### src/rtl/fetch_unit_pkg.sv
// Shared fetch/decode definitions: default widths, reset PC, instruction field
// positions and the fetch FSM state type.
package fetch_unit_pkg;

    localparam int unsigned                 DEF_PC_WIDTH    = 16;
    localparam int unsigned                 DEF_INSTR_WIDTH = 32;
    localparam logic [DEF_PC_WIDTH-1:0]     DEF_RESET_PC    = 16'h0000;

    localparam int unsigned OPCODE_MSB = 31;
    localparam int unsigned OPCODE_LSB = 26;
    localparam int unsigned RS_MSB     = 9;
    localparam int unsigned RS_LSB     = 5;
    localparam int unsigned RD_MSB     = 4;
    localparam int unsigned RD_LSB     = 0;

    typedef enum logic [1:0] {
        ST_IDLE,
        ST_BUSY,
        ST_DRAIN
    } fetch_state_e;

    function automatic logic [OPCODE_MSB-OPCODE_LSB:0] opcode_of(input logic [DEF_INSTR_WIDTH-1:0] instr);
        return instr[OPCODE_MSB:OPCODE_LSB];
    endfunction

    function automatic logic [RS_MSB-RS_LSB:0] rs_of(input logic [DEF_INSTR_WIDTH-1:0] instr);
        return instr[RS_MSB:RS_LSB];
    endfunction

    function automatic logic [RD_MSB-RD_LSB:0] rd_of(input logic [DEF_INSTR_WIDTH-1:0] instr);
        return instr[RD_MSB:RD_LSB];
    endfunction

endpackage

### src/rtl/fetch_unit_if.sv
// Fetch-stage bus: instruction-memory req/ack, redirect input and decode valid/ready.
import fetch_unit_pkg::*;

interface fetch_unit_if #(
    parameter int unsigned PC_WIDTH    = DEF_PC_WIDTH,
    parameter int unsigned INSTR_WIDTH = DEF_INSTR_WIDTH
);
    logic                   imem_req;
    logic [PC_WIDTH-1:0]    imem_addr;
    logic                   imem_ack;
    logic [INSTR_WIDTH-1:0] imem_rdata;
    logic                   redirect_valid;
    logic [PC_WIDTH-1:0]    redirect_pc;
    logic                   instr_valid;
    logic [INSTR_WIDTH-1:0] instr;
    logic [PC_WIDTH-1:0]    instr_pc;
    logic                   decode_ready;

    modport master (
        output imem_req, imem_addr, instr_valid, instr, instr_pc,
        input  imem_ack, imem_rdata, redirect_valid, redirect_pc, decode_ready
    );

    modport slave (
        input  imem_req, imem_addr, instr_valid, instr, instr_pc,
        output imem_ack, imem_rdata, redirect_valid, redirect_pc, decode_ready
    );
endinterface

### src/rtl/fetch_queue.sv
// Two-entry FIFO of {pc, instr}; entry 0 is always the registered head.
module fetch_queue #(
    parameter int unsigned PC_WIDTH    = 16,
    parameter int unsigned INSTR_WIDTH = 32
) (
    input  logic                   clk,
    input  logic                   rst,
    input  logic                   push_i,
    input  logic                   pop_i,
    input  logic                   flush_i,
    input  logic [PC_WIDTH-1:0]    push_pc_i,
    input  logic [INSTR_WIDTH-1:0] push_instr_i,
    output logic [1:0]             count_o,
    output logic                   head_valid_o,
    output logic [PC_WIDTH-1:0]    head_pc_o,
    output logic [INSTR_WIDTH-1:0] head_instr_o
);

    logic [1:0]             count_q;
    logic [PC_WIDTH-1:0]    pc0_q, pc1_q;
    logic [INSTR_WIDTH-1:0] ins0_q, ins1_q;
    logic                   do_pop;

    assign do_pop = pop_i && (count_q != 2'd0);

    always_ff @(posedge clk or posedge rst) begin
        if (rst) begin
            count_q <= '0;
            pc0_q   <= '0;
            pc1_q   <= '0;
            ins0_q  <= '0;
            ins1_q  <= '0;
        end else if (flush_i) begin
            count_q <= '0;
        end else begin
            case ({push_i, do_pop})
                2'b10: begin
                    if (count_q == 2'd0) begin
                        pc0_q  <= push_pc_i;
                        ins0_q <= push_instr_i;
                    end else if (count_q == 2'd1) begin
                        pc1_q  <= push_pc_i;
                        ins1_q <= push_instr_i;
                    end
                    if (count_q != 2'd2) count_q <= count_q + 2'd1;
                end
                2'b01: begin
                    pc0_q   <= pc1_q;
                    ins0_q  <= ins1_q;
                    count_q <= count_q - 2'd1;
                end
                2'b11: begin
                    // Single entry goes straight to the head; a full queue shifts.
                    if (count_q == 2'd1) begin
                        pc0_q  <= push_pc_i;
                        ins0_q <= push_instr_i;
                    end else begin
                        pc0_q  <= pc1_q;
                        ins0_q <= ins1_q;
                        pc1_q  <= push_pc_i;
                        ins1_q <= push_instr_i;
                    end
                end
                default: ;
            endcase
        end
    end

    assign count_o      = count_q;
    assign head_valid_o = (count_q != 2'd0);
    assign head_pc_o    = pc0_q;
    assign head_instr_o = ins0_q;

endmodule

### src/rtl/fetch_unit.sv
// Instruction fetch stage: PC, single-outstanding imem request FSM with redirect
// handling, feeding a 2-entry queue toward decode.
import fetch_unit_pkg::*;

module fetch_unit #(
    parameter int unsigned          PC_WIDTH    = DEF_PC_WIDTH,
    parameter int unsigned          INSTR_WIDTH = DEF_INSTR_WIDTH,
    parameter logic [PC_WIDTH-1:0]  RESET_PC    = DEF_RESET_PC,
    parameter logic [PC_WIDTH-1:0]  PC_STEP     = PC_WIDTH'(1)
) (
    input  logic         clk,
    input  logic         reset,
    fetch_unit_if.master bus
);

    fetch_state_e        state_q;
    logic                req_q;
    logic [PC_WIDTH-1:0] addr_q;
    logic [PC_WIDTH-1:0] pc_q;
    logic [PC_WIDTH-1:0] pc_inc;

    logic       push, pop, flush, issue_ok, head_valid;
    logic [1:0] q_count, count_d;

    assign pc_inc = pc_q + PC_STEP;

    // Issue decisions look at occupancy after this cycle's push/pop so an ack always has room.
    always_comb begin
        flush    = bus.redirect_valid;
        push     = (state_q == ST_BUSY) && bus.imem_ack && !flush;
        pop      = head_valid && bus.decode_ready && !flush;
        count_d  = flush ? 2'd0 : (q_count + 2'(push) - 2'(pop));
        issue_ok = (count_d <= 2'd1);
    end

    always_ff @(posedge clk or posedge reset) begin
        if (reset) begin
            state_q <= ST_IDLE;
            req_q   <= 1'b0;
            addr_q  <= '0;
            pc_q    <= RESET_PC;
        end else begin
            case (state_q)
                ST_IDLE: begin
                    if (bus.redirect_valid) begin
                        pc_q    <= bus.redirect_pc;
                        addr_q  <= bus.redirect_pc;
                        req_q   <= 1'b1;
                        state_q <= ST_BUSY;
                    end else if (issue_ok) begin
                        addr_q  <= pc_q;
                        req_q   <= 1'b1;
                        state_q <= ST_BUSY;
                    end
                end
                ST_BUSY: begin
                    if (bus.redirect_valid) begin
                        pc_q <= bus.redirect_pc;
                        if (bus.imem_ack) addr_q  <= bus.redirect_pc;
                        else              state_q <= ST_DRAIN;
                    end else if (bus.imem_ack) begin
                        pc_q <= pc_inc;
                        if (issue_ok) begin
                            addr_q <= pc_inc;
                        end else begin
                            req_q   <= 1'b0;
                            state_q <= ST_IDLE;
                        end
                    end
                end
                ST_DRAIN: begin
                    // pc_q holds the pending redirect target; the old request keeps its address.
                    if (bus.redirect_valid) pc_q <= bus.redirect_pc;
                    if (bus.imem_ack) begin
                        addr_q  <= bus.redirect_valid ? bus.redirect_pc : pc_q;
                        state_q <= ST_BUSY;
                    end
                end
                default: begin
                    state_q <= ST_IDLE;
                    req_q   <= 1'b0;
                end
            endcase
        end
    end

    fetch_queue #(
        .PC_WIDTH    (PC_WIDTH),
        .INSTR_WIDTH (INSTR_WIDTH)
    ) u_queue (
        .clk          (clk),
        .rst          (reset),
        .push_i       (push),
        .pop_i        (pop),
        .flush_i      (flush),
        .push_pc_i    (pc_q),
        .push_instr_i (bus.imem_rdata),
        .count_o      (q_count),
        .head_valid_o (head_valid),
        .head_pc_o    (bus.instr_pc),
        .head_instr_o (bus.instr)
    );

    assign bus.imem_req    = req_q;
    assign bus.imem_addr   = addr_q;
    assign bus.instr_valid = head_valid;

endmodule

### src/flat_wrapper.sv
// flat-port wrapper written by rule: the top's interface ports become plain ports
module fetch_unit_flat 
#(
    parameter int unsigned          PC_WIDTH    = DEF_PC_WIDTH,
    parameter int unsigned          INSTR_WIDTH = DEF_INSTR_WIDTH,
    parameter logic [PC_WIDTH-1:0]  RESET_PC    = DEF_RESET_PC,
    parameter logic [PC_WIDTH-1:0]  PC_STEP     = PC_WIDTH'(1)
)
  (clk, reset, bus_imem_req, bus_imem_addr, bus_instr_valid, bus_instr, bus_instr_pc, bus_imem_ack, bus_imem_rdata, bus_redirect_valid, bus_redirect_pc, bus_decode_ready);
  fetch_unit_if #(.PC_WIDTH(PC_WIDTH), .INSTR_WIDTH(INSTR_WIDTH)) bus_i ();
  input  logic clk;
  input  logic reset;
  output wire logic [$bits(bus_i.imem_req)-1:0] bus_imem_req;
  output wire logic [$bits(bus_i.imem_addr)-1:0] bus_imem_addr;
  output wire logic [$bits(bus_i.instr_valid)-1:0] bus_instr_valid;
  output wire logic [$bits(bus_i.instr)-1:0] bus_instr;
  output wire logic [$bits(bus_i.instr_pc)-1:0] bus_instr_pc;
  input wire logic [$bits(bus_i.imem_ack)-1:0] bus_imem_ack;
  input wire logic [$bits(bus_i.imem_rdata)-1:0] bus_imem_rdata;
  input wire logic [$bits(bus_i.redirect_valid)-1:0] bus_redirect_valid;
  input wire logic [$bits(bus_i.redirect_pc)-1:0] bus_redirect_pc;
  input wire logic [$bits(bus_i.decode_ready)-1:0] bus_decode_ready;
  assign bus_imem_req = bus_i.imem_req;
  assign bus_imem_addr = bus_i.imem_addr;
  assign bus_instr_valid = bus_i.instr_valid;
  assign bus_instr = bus_i.instr;
  assign bus_instr_pc = bus_i.instr_pc;
  assign bus_i.imem_ack = bus_imem_ack;
  assign bus_i.imem_rdata = bus_imem_rdata;
  assign bus_i.redirect_valid = bus_redirect_valid;
  assign bus_i.redirect_pc = bus_redirect_pc;
  assign bus_i.decode_ready = bus_decode_ready;
  fetch_unit #(.PC_WIDTH(PC_WIDTH), .INSTR_WIDTH(INSTR_WIDTH), .RESET_PC(RESET_PC), .PC_STEP(PC_STEP)) u_core (.clk(clk), .reset(reset), .bus(bus_i));
endmodule
### config.mk
export PLATFORM = sky130hd
export DESIGN_NAME = fetch_unit_flat
export DESIGN_NICKNAME = d
export VERILOG_FILES = /design/src/rtl/fetch_unit_pkg.sv /design/src/rtl/fetch_unit_if.sv /design/src/rtl/fetch_queue.sv /design/src/rtl/fetch_unit.sv /design/src/flat_wrapper.sv
export SDC_FILE = /design/constraint.sdc
export NUM_CORES = 1
export LEC_CHECK = 0
export CAP_MARGIN = 20
export CORE_AREA = 2 2 113 115
export DETAILED_ROUTE_END_ITERATION = 10
export DIE_AREA = 0 0 115 117
export GPL_TIMING_DRIVEN = 0
export PLACE_DENSITY = 0.85
export SETUP_SLACK_MARGIN = 0.15
export SKIP_LAST_GASP = 1
export SLEW_MARGIN = 20
export SYNTH_ARGS = -nofsm -noshare
export SYNTH_HDL_FRONTEND = slang
export SYNTH_SLANG_ARGS = --single-unit
### constraint.sdc
create_clock -name clk -period 7.3 [get_ports clk]
set_input_delay 1.46 -clock clk [delete_from_list [all_inputs] [get_ports clk]]
set_output_delay 1.46 -clock clk [all_outputs]
set_load 0.02 [all_outputs]
==> results of run 1 <==
==> metrics by stage <==
stage	total power, mW	instance area, µm²	hold slack [ns]
final	4.04	8940	0.477
after global routing	4.26	8940	0.512
after CTS	4.04	8940	0.485
after detailed placement	3.18	8380	0.471
after global placement	3.11	8340	0.462
after floorplan	2.48	6970	0.450
==> power groups by stage <==
stage | logic, mW | registers [mW] | clock network (mW)
finish | 1.89 | 1.32 | 0.830
global route | 2.03 | 1.36 | 0.867
CTS | 1.88 | 1.32 | 0.835
detailed placement | 1.86 | 1.32 | 0
global placement | 1.81 | 1.30 | 0
floorplan | 0.987 | 1.49 | 0
==> logic make-up after synthesis <==
family                   Yosys count  share of synthesized area
AO/OA/AOI/OAI                    150                      0.129
XOR/XNOR                          14                     0.0176
adder cells (fa/ha/maj)            6                     0.0104
buffers and inverters             67                     0.0578
flip-flops                       133                      0.477
multiplexers                     105                      0.184
AND/OR/NAND/NOR                  185                      0.124
==> worst max-delay path by stage <==
stage	from	end	slack [ns]
after CTS	bus_redirect_valid	u_core.bus.imem_addr[11]	2.48
after detailed placement	bus_redirect_valid	u_core.bus.imem_addr[11]	2.07
final	bus_redirect_valid	u_core.bus.imem_addr[11]	2.49
after global routing	bus_redirect_valid	u_core.bus.imem_addr[11]	2.35
after floorplan	reset	u_core.bus.imem_addr[0]	2.29
after global placement	reset	u_core.bus.imem_addr[14]	0.60
==> area by class of cell <==
type / instances / area, µm²
clock buffers: 21 / 460
flip-flops and latches: 133 / 3330
clock inverters: 9 / 105
well taps: 150 / 188
multi-input cells: 460 / 3240
plain buffers: 55 / 358
inverters: 12 / 52.6
fillers: 852 / 3370
repair buffers: 119 / 1210
==> sequential cells by signal (all words and copies together) (netlist names) <==
name / cells
u_core.u_queue.head_pc_o: 16
u_core.u_queue.count_o: 2
u_core.bus.imem_addr: 16
u_core.u_queue.head_instr_o: 32
u_core.u_queue.pc1_q: 16
u_core.bus.imem_req: 1
u_core.u_queue.ins1_q: 32
u_core.state_q: 2
u_core.pc_q: 16
==> cell usage after synthesis, types with 11 or more instances <==
cell | n | area [µm²]
nand3_1 | 11 | 55.1
nor2b_1 | 13 | 81.3
buf_2 | 27 | 135
xnor2_1 | 12 | 105
o21ai_0 | 28 | 140
mux2_4 | 46 | 691
inv_1 | 12 | 45.0
clkbuf_1 | 16 | 60.1
mux2i_1 | 59 | 591
dfrtp_1 | 133 | 3330
nor2_1 | 74 | 278
nand2_1 | 46 | 173
a21oi_1 | 70 | 350
==> critical path: cells and delay by family <==
family,cells,cell delay (ns)
buffers and inverters,5,2.27
and+or+nand+nor,2,0.25
adders and majority gates,1,0.16
AOI/OAI and AO/OA,2,0.65
xor gates and xnor gates,2,0.36
==> per-layer routing <==
layer | GRT usage | wire length, µm | vias up
met3 | 0.0685 | 1380 | 50
met1 | 0.379 | 8220 | 2798
met2 | 0.463 | 8830 | 281
met4 | 0.126 | 485 | 0
li1 | - | - | 2611
met5 | 0 | 0 | -
==> layout by cell type (no fill, tap or decap), types with 17 or more instances in the layout <==
master / count
buf_2: 27
nor2_1: 74
mux2_4: 46
clkbuf_1: 18
clkbuf_16: 17
clkdlybuf4s50_1: 118
a21oi_1: 70
o21ai_0: 28
dfrtp_1: 133
mux2i_1: 59
nand2_1: 46
==> flow_metrics.env, run 1 <==
export IMPL_htreeDepth=4
export IMPL_die_y_um=117
export IMPL_fin_crit_sh=0.659
export IMPL_max_slew_margin=0.303
export IMPL_worstSetupStartpointType="primary input"
export IMPL_worstPathCellList="clkdlybuf4s50_1, buf_2, clkbuf_1, clkbuf_1, nand3b_1, ha_1, xor2_1, xnor2_1, o31ai_1, buf_2, nor2_1, a21oi_1"
export IMPL_core_area_um2=12300
export IMPL_syn_area_per_cell_um2=10.6
export IMPL_ys_warn_count=0
export IMPL_final_hold_violation_count=0
export IMPL_hpwl_um=13000
export IMPL_cp_max_fo=10
export IMPL_wire_per_inst_um=19.7
export IMPL_ys_seq_area_frac=0.477
export IMPL_grt_pass1_wl_um=30000
export IMPL_grt_usage=0.289
export IMPL_cellPowerDensity_nw_per_um2=452
export IMPL_synth_edf_count=0
export IMPL_r2r_cells=12
export IMPL_pwr_share_comb=0.467
export IMPL_numPortBuffers=118
export IMPL_die_x_um=115
export IMPL_syn_area_um2=6970
export IMPL_crit_type="in2reg"
export IMPL_clock_sinks=133
export IMPL_rsz0062_at_grt="false"
export IMPL_finClkSkew_ns=0.00788
export IMPL_final_layout_size_suffix_gt1_frac=0.151
export IMPL_overflow=0
export IMPL_cts_resized=0
export IMPL_p_leak_nw=3.86
export IMPL_post_route_min_period_ns=4.81
export IMPL_stdcell_count=959
export IMPL_grt_max_degree=78
export IMPL_fmax_mhz=208
export IMPL_wirelength_um=18900
export IMPL_drtPass1Iterations=6
export IMPL_fin_ws_ns=2.49
export IMPL_dp_worst_setup_slack_ns=2.07
export IMPL_antenna_found_initial=0
export IMPL_internal_power_mw=2.49
export IMPL_ys_seq_elements=133
export IMPL_hold_class="reg2reg"
export IMPL_power_share_clock=0.205
export IMPL_power_frac_seq=0.327
export IMPL_fp_row_count=41
export IMPL_slew_viol_final=0
export IMPL_yosysUniqueCellTypes=49
export IMPL_cts_tree="built"
export IMPL_cts_hold_buf=0
export IMPL_synth_flop_cell="dfrtp_1"
export IMPL_start_util=0.566
export IMPL_slowest_delay_ns=0.65
export IMPL_dp_cells=929
export IMPL_r2r_start="u_core.state_q[1]"
export IMPL_critPathArrivalTime_ns=5.15
export IMPL_worstMarginPinSlew_ns=1.04
export IMPL_worst_endpoint_required_ns=7.64
export IMPL_cts_buffers=17
export IMPL_drv_cap=0
export IMPL_drt_iter0_drc=617
export IMPL_drc=0
export IMPL_syn_inst=660
export IMPL_path_clk_slew_ns=0.05
export IMPL_hold_end="u_core.u_queue.pc1_q[8]"
export IMPL_finish_utilization=0.726
export IMPL_clock_latency_ns=0.42
export IMPL_dieArea_um2=13500
export IMPL_rr_endpoint="u_core.bus.imem_addr[11]"
export IMPL_ioPinCount=119
export IMPL_p_sw_mw=1.55
export IMPL_drtAntennaViolNets=0
export IMPL_hold_depth=2
export IMPL_sw_frac_of_total=0.384
export IMPL_fin_tns_setup_ns=0
export IMPL_cts_root_buf="clkbuf_16"
export IMPL_vias_per_cell=5.99
export IMPL_cts_buffer_depth=2
export IMPL_first_global_vias=5840
export IMPL_antenna_cells=0
export IMPL_postCtsSetupBuffers=0
export IMPL_vdd_drop_max_mv=0.211
export IMPL_cp_slowest_cell="clkdlybuf4s50_1"
export IMPL_async_flop_share=1.00
export IMPL_cp_end_kind="flop"
export IMPL_routabilityCongestion=0.897
export IMPL_syn2layout_area_growth_pct=28.2
export IMPL_nets=856
export IMPL_syn_nets=718
export IMPL_setup_viol=0
export IMPL_outcome="finished clean"
export IMPL_dr_total_vias=5740
export IMPL_reg2reg_slack_ns=4.40
export IMPL_hold_start="u_core.u_queue.pc1_q[8]"
Note: power is estimated with default switching activity, not from simulation.
==> run 2: changes to the inputs <==
--- a/config.mk
+++ b/config.mk
@@ -6,11 +6,11 @@
 export NUM_CORES = 1
 export LEC_CHECK = 0
 export CAP_MARGIN = 20
-export CORE_AREA = 2 2 113 115
+export CORE_AREA = 2 2 117 119
 export DETAILED_ROUTE_END_ITERATION = 10
-export DIE_AREA = 0 0 115 117
+export DIE_AREA = 0 0 119 121
 export GPL_TIMING_DRIVEN = 0
-export PLACE_DENSITY = 0.85
+export PLACE_DENSITY = 0.8
 export SETUP_SLACK_MARGIN = 0.15
 export SKIP_LAST_GASP = 1
 export SLEW_MARGIN = 20
==> constraint.sdc (replaced) <==
create_clock -name clk -period 4.9 [get_ports clk]
set_input_delay 0.98 -clock clk [delete_from_list [all_inputs] [get_ports clk]]
set_output_delay 0.98 -clock clk [all_outputs]
set_load 0.02 [all_outputs]
==> run 2 against run 1 <==
Effect of this change: final cell count rose by 2.9%; register-to-register slack got worse by 2.5 ns; sequential power rose by 48%; die area rose by 7.0%; first-iteration DRC count rose by 1.9%; worst setup slack got worse by 2.0 ns; highest routed layer unchanged; largest power group unchanged; non-clock buffer count did not move; critical path depth did not move; global-route usage fell by 2.4 points; sequential share of layout area fell by 0.43 points; core utilization fell by 3.5 points; largest cell class unchanged.
==> flow_metrics.env, run 2 (synthesis results as in run 1) <==
export IMPL_outcome="finished clean"
export IMPL_antenna_cells=0
export IMPL_fp_row_count=42
export IMPL_routabilityCongestion=0.930
export IMPL_crit_type="in2reg"
export IMPL_worstSetupStartpointType="primary input"
export IMPL_hold_class="reg2reg"
export IMPL_dp_cells=955
export IMPL_start_util=0.533
export IMPL_drtAntennaViolNets=0
export IMPL_grt_pass1_wl_um=29900
export IMPL_final_layout_size_suffix_gt1_frac=0.154
export IMPL_wirelength_um=18600
export IMPL_wire_per_inst_um=18.9
export IMPL_r2r_cells=11
export IMPL_slew_viol_final=0
export IMPL_path_clk_slew_ns=0.06
export IMPL_dr_total_vias=5747
export IMPL_stdcell_count=987
export IMPL_worst_endpoint_required_ns=5.24
export IMPL_cp_end_kind="flop"
export IMPL_slowest_delay_ns=0.65
export IMPL_drt_iter0_drc=629
export IMPL_nets=856
export IMPL_cp_slowest_cell="clkdlybuf4s50_1"
export IMPL_rsz0062_at_grt="false"
export IMPL_num_fill_cells=930
export IMPL_cts_buffers=17
export IMPL_mostFrequentLayoutCells="dfrtp_1, clkdlybuf4s50_1, nor2_1"
export IMPL_cts_hold_buf=0
export IMPL_hpwl_um=12800
export IMPL_finClkSkew_ns=0.00890
export IMPL_drc=0
export IMPL_layout_commonest_cell="dfrtp_1"
export IMPL_grt_usage=0.265
export IMPL_grt_max_degree=91
export IMPL_htreeDepth=4
export IMPL_clock_sinks=133
export IMPL_fmax_mhz=229
export IMPL_cellPowerDensity_nw_per_um2=679
export IMPL_multi_input_area_um2=3240
export IMPL_fin_crit_sh=0.891
export IMPL_syn2layout_area_growth_pct=29.7
export IMPL_drtPass1Iterations=5
export IMPL_dieArea_um2=14400
export IMPL_overflow=0
export IMPL_clock_latency_ns=0.42
export IMPL_fin_tns_setup_ns=0
export IMPL_p_leak_nw=3.90
export IMPL_cts_tree="built"
export IMPL_core_area_um2=13100
export IMPL_post_route_min_period_ns=4.37
export IMPL_antenna_found_initial=0
export IMPL_numPortBuffers=118
export IMPL_die_y_um=121
export IMPL_first_global_vias=5702
export IMPL_worstMarginPinSlew_ns=0.974
export IMPL_regArea_um2=3330
export IMPL_setup_viol=0
export IMPL_die_x_um=119
export IMPL_critPathArrivalTime_ns=4.70
export IMPL_ioPinCount=119
export IMPL_vias_per_cell=5.82
export IMPL_final_hold_violation_count=0
export IMPL_worstPathCellList="clkdlybuf4s50_1, buf_2, clkbuf_1, clkbuf_1, nand3b_1, ha_1, nor2b_1, xnor2_1, o31ai_1, buf_2, nor2_1, a21oi_1"
export IMPL_cp_max_fo=10
export IMPL_drv_cap=0
export IMPL_vdd_drop_max_mv=0.357
export IMPL_cts_buffer_depth=2
export IMPL_postCtsSetupBuffers=0
export IMPL_cts_root_buf="clkbuf_16"
export IMPL_hold_depth=2
export IMPL_max_slew_margin=0.346
export IMPL_cts_resized=0
-- run 2: cell count changes in the layout (fill, tap and decap cells not counted) --
cell / delta
inv_6: +4
clkinv_2: -3
bufinv_16: +2
clkinv_4: +2
clkbuf_1: -1
clkbuf_8: -1
clkinvlp_4: -1
-- run 2: layer usage --
layer  vias up  share of wire  GRT usage
met3        41          0.071     0.0804
met1      2802           0.44      0.355
met4         0          0.017     0.0811
met5         -              0          0
met2       282           0.47      0.417
li1       2622              -          -
-- run 2: through the flow --
stage | area (µm²) | power (mW) | worst slack, ns | util | hold WS (ns)
4_1_cts | 9050 | 6.15 | 0.537 | 0.692 | 0.482
6_report | 9050 | 6.14 | 0.535 | 0.692 | 0.476
3_5_place_dp | 8410 | 4.74 | 0.133 | 0.643 | 0.469
3_3_place_gp | 8380 | 4.64 | -1.38 | 0.640 | 0.462
2_1_floorplan | 6970 | 3.69 | 0.366 | - | 0.450
5_1_grt | 9050 | 6.49 | 0.385 | 0.692 | 0.520
-- run 2: path summary, 6_finish.rpt --
path,from,endpoint,slack (ns)
setup / recovery,bus_redirect_valid,u_core.bus.imem_addr[11],0.53
hold / removal,u_core.u_queue.pc1_q[8],u_core.u_queue.pc1_q[8],0.48
setup reg to reg,u_core.state_q[0],u_core.bus.imem_addr[11],1.92
hold reg to reg,u_core.u_queue.pc1_q[8],u_core.u_queue.pc1_q[8],0.48
max in group asynchronous,reset,u_core.bus.imem_addr[11],3.22
min in group asynchronous,reset,u_core.u_queue.head_instr_o[20],0.95
-- run 2: critical path, delay by kind of cell --
family	cells	cell delay, ns
compound gates	2	0.69
xor+xnor	1	0.14
fa+ha+maj	1	0.23
buf+inv	5	2.26
simple gates	3	0.39
-- run 2: area by class of cell --
| type | count | area share |
|---|---|---|
| buffer | 55 | 0.0395 |
| clock buffer | 19 | 0.0489 |
| clock inverter | 13 | 0.0216 |
| inverter | 12 | 0.00581 |
| multi-input combinational | 460 | 0.358 |
| sequential | 133 | 0.368 |
| tap | 176 | 0.0243 |
| timing repair buffer | 119 | 0.134 |
-- run 2: report_power, final --
| part | internal [mW] | switching [mW] | total, mW | leakage, nW |
|---|---|---|---|---|
| combinational | 1.31 | 1.50 | 2.81 | 2.02 |
| sequential | 1.63 | 0.331 | 1.96 | 1.58 |
| clock | 0.873 | 0.500 | 1.37 | 0.301 |
| total | 3.82 | 2.33 | 6.14 | 3.90 |
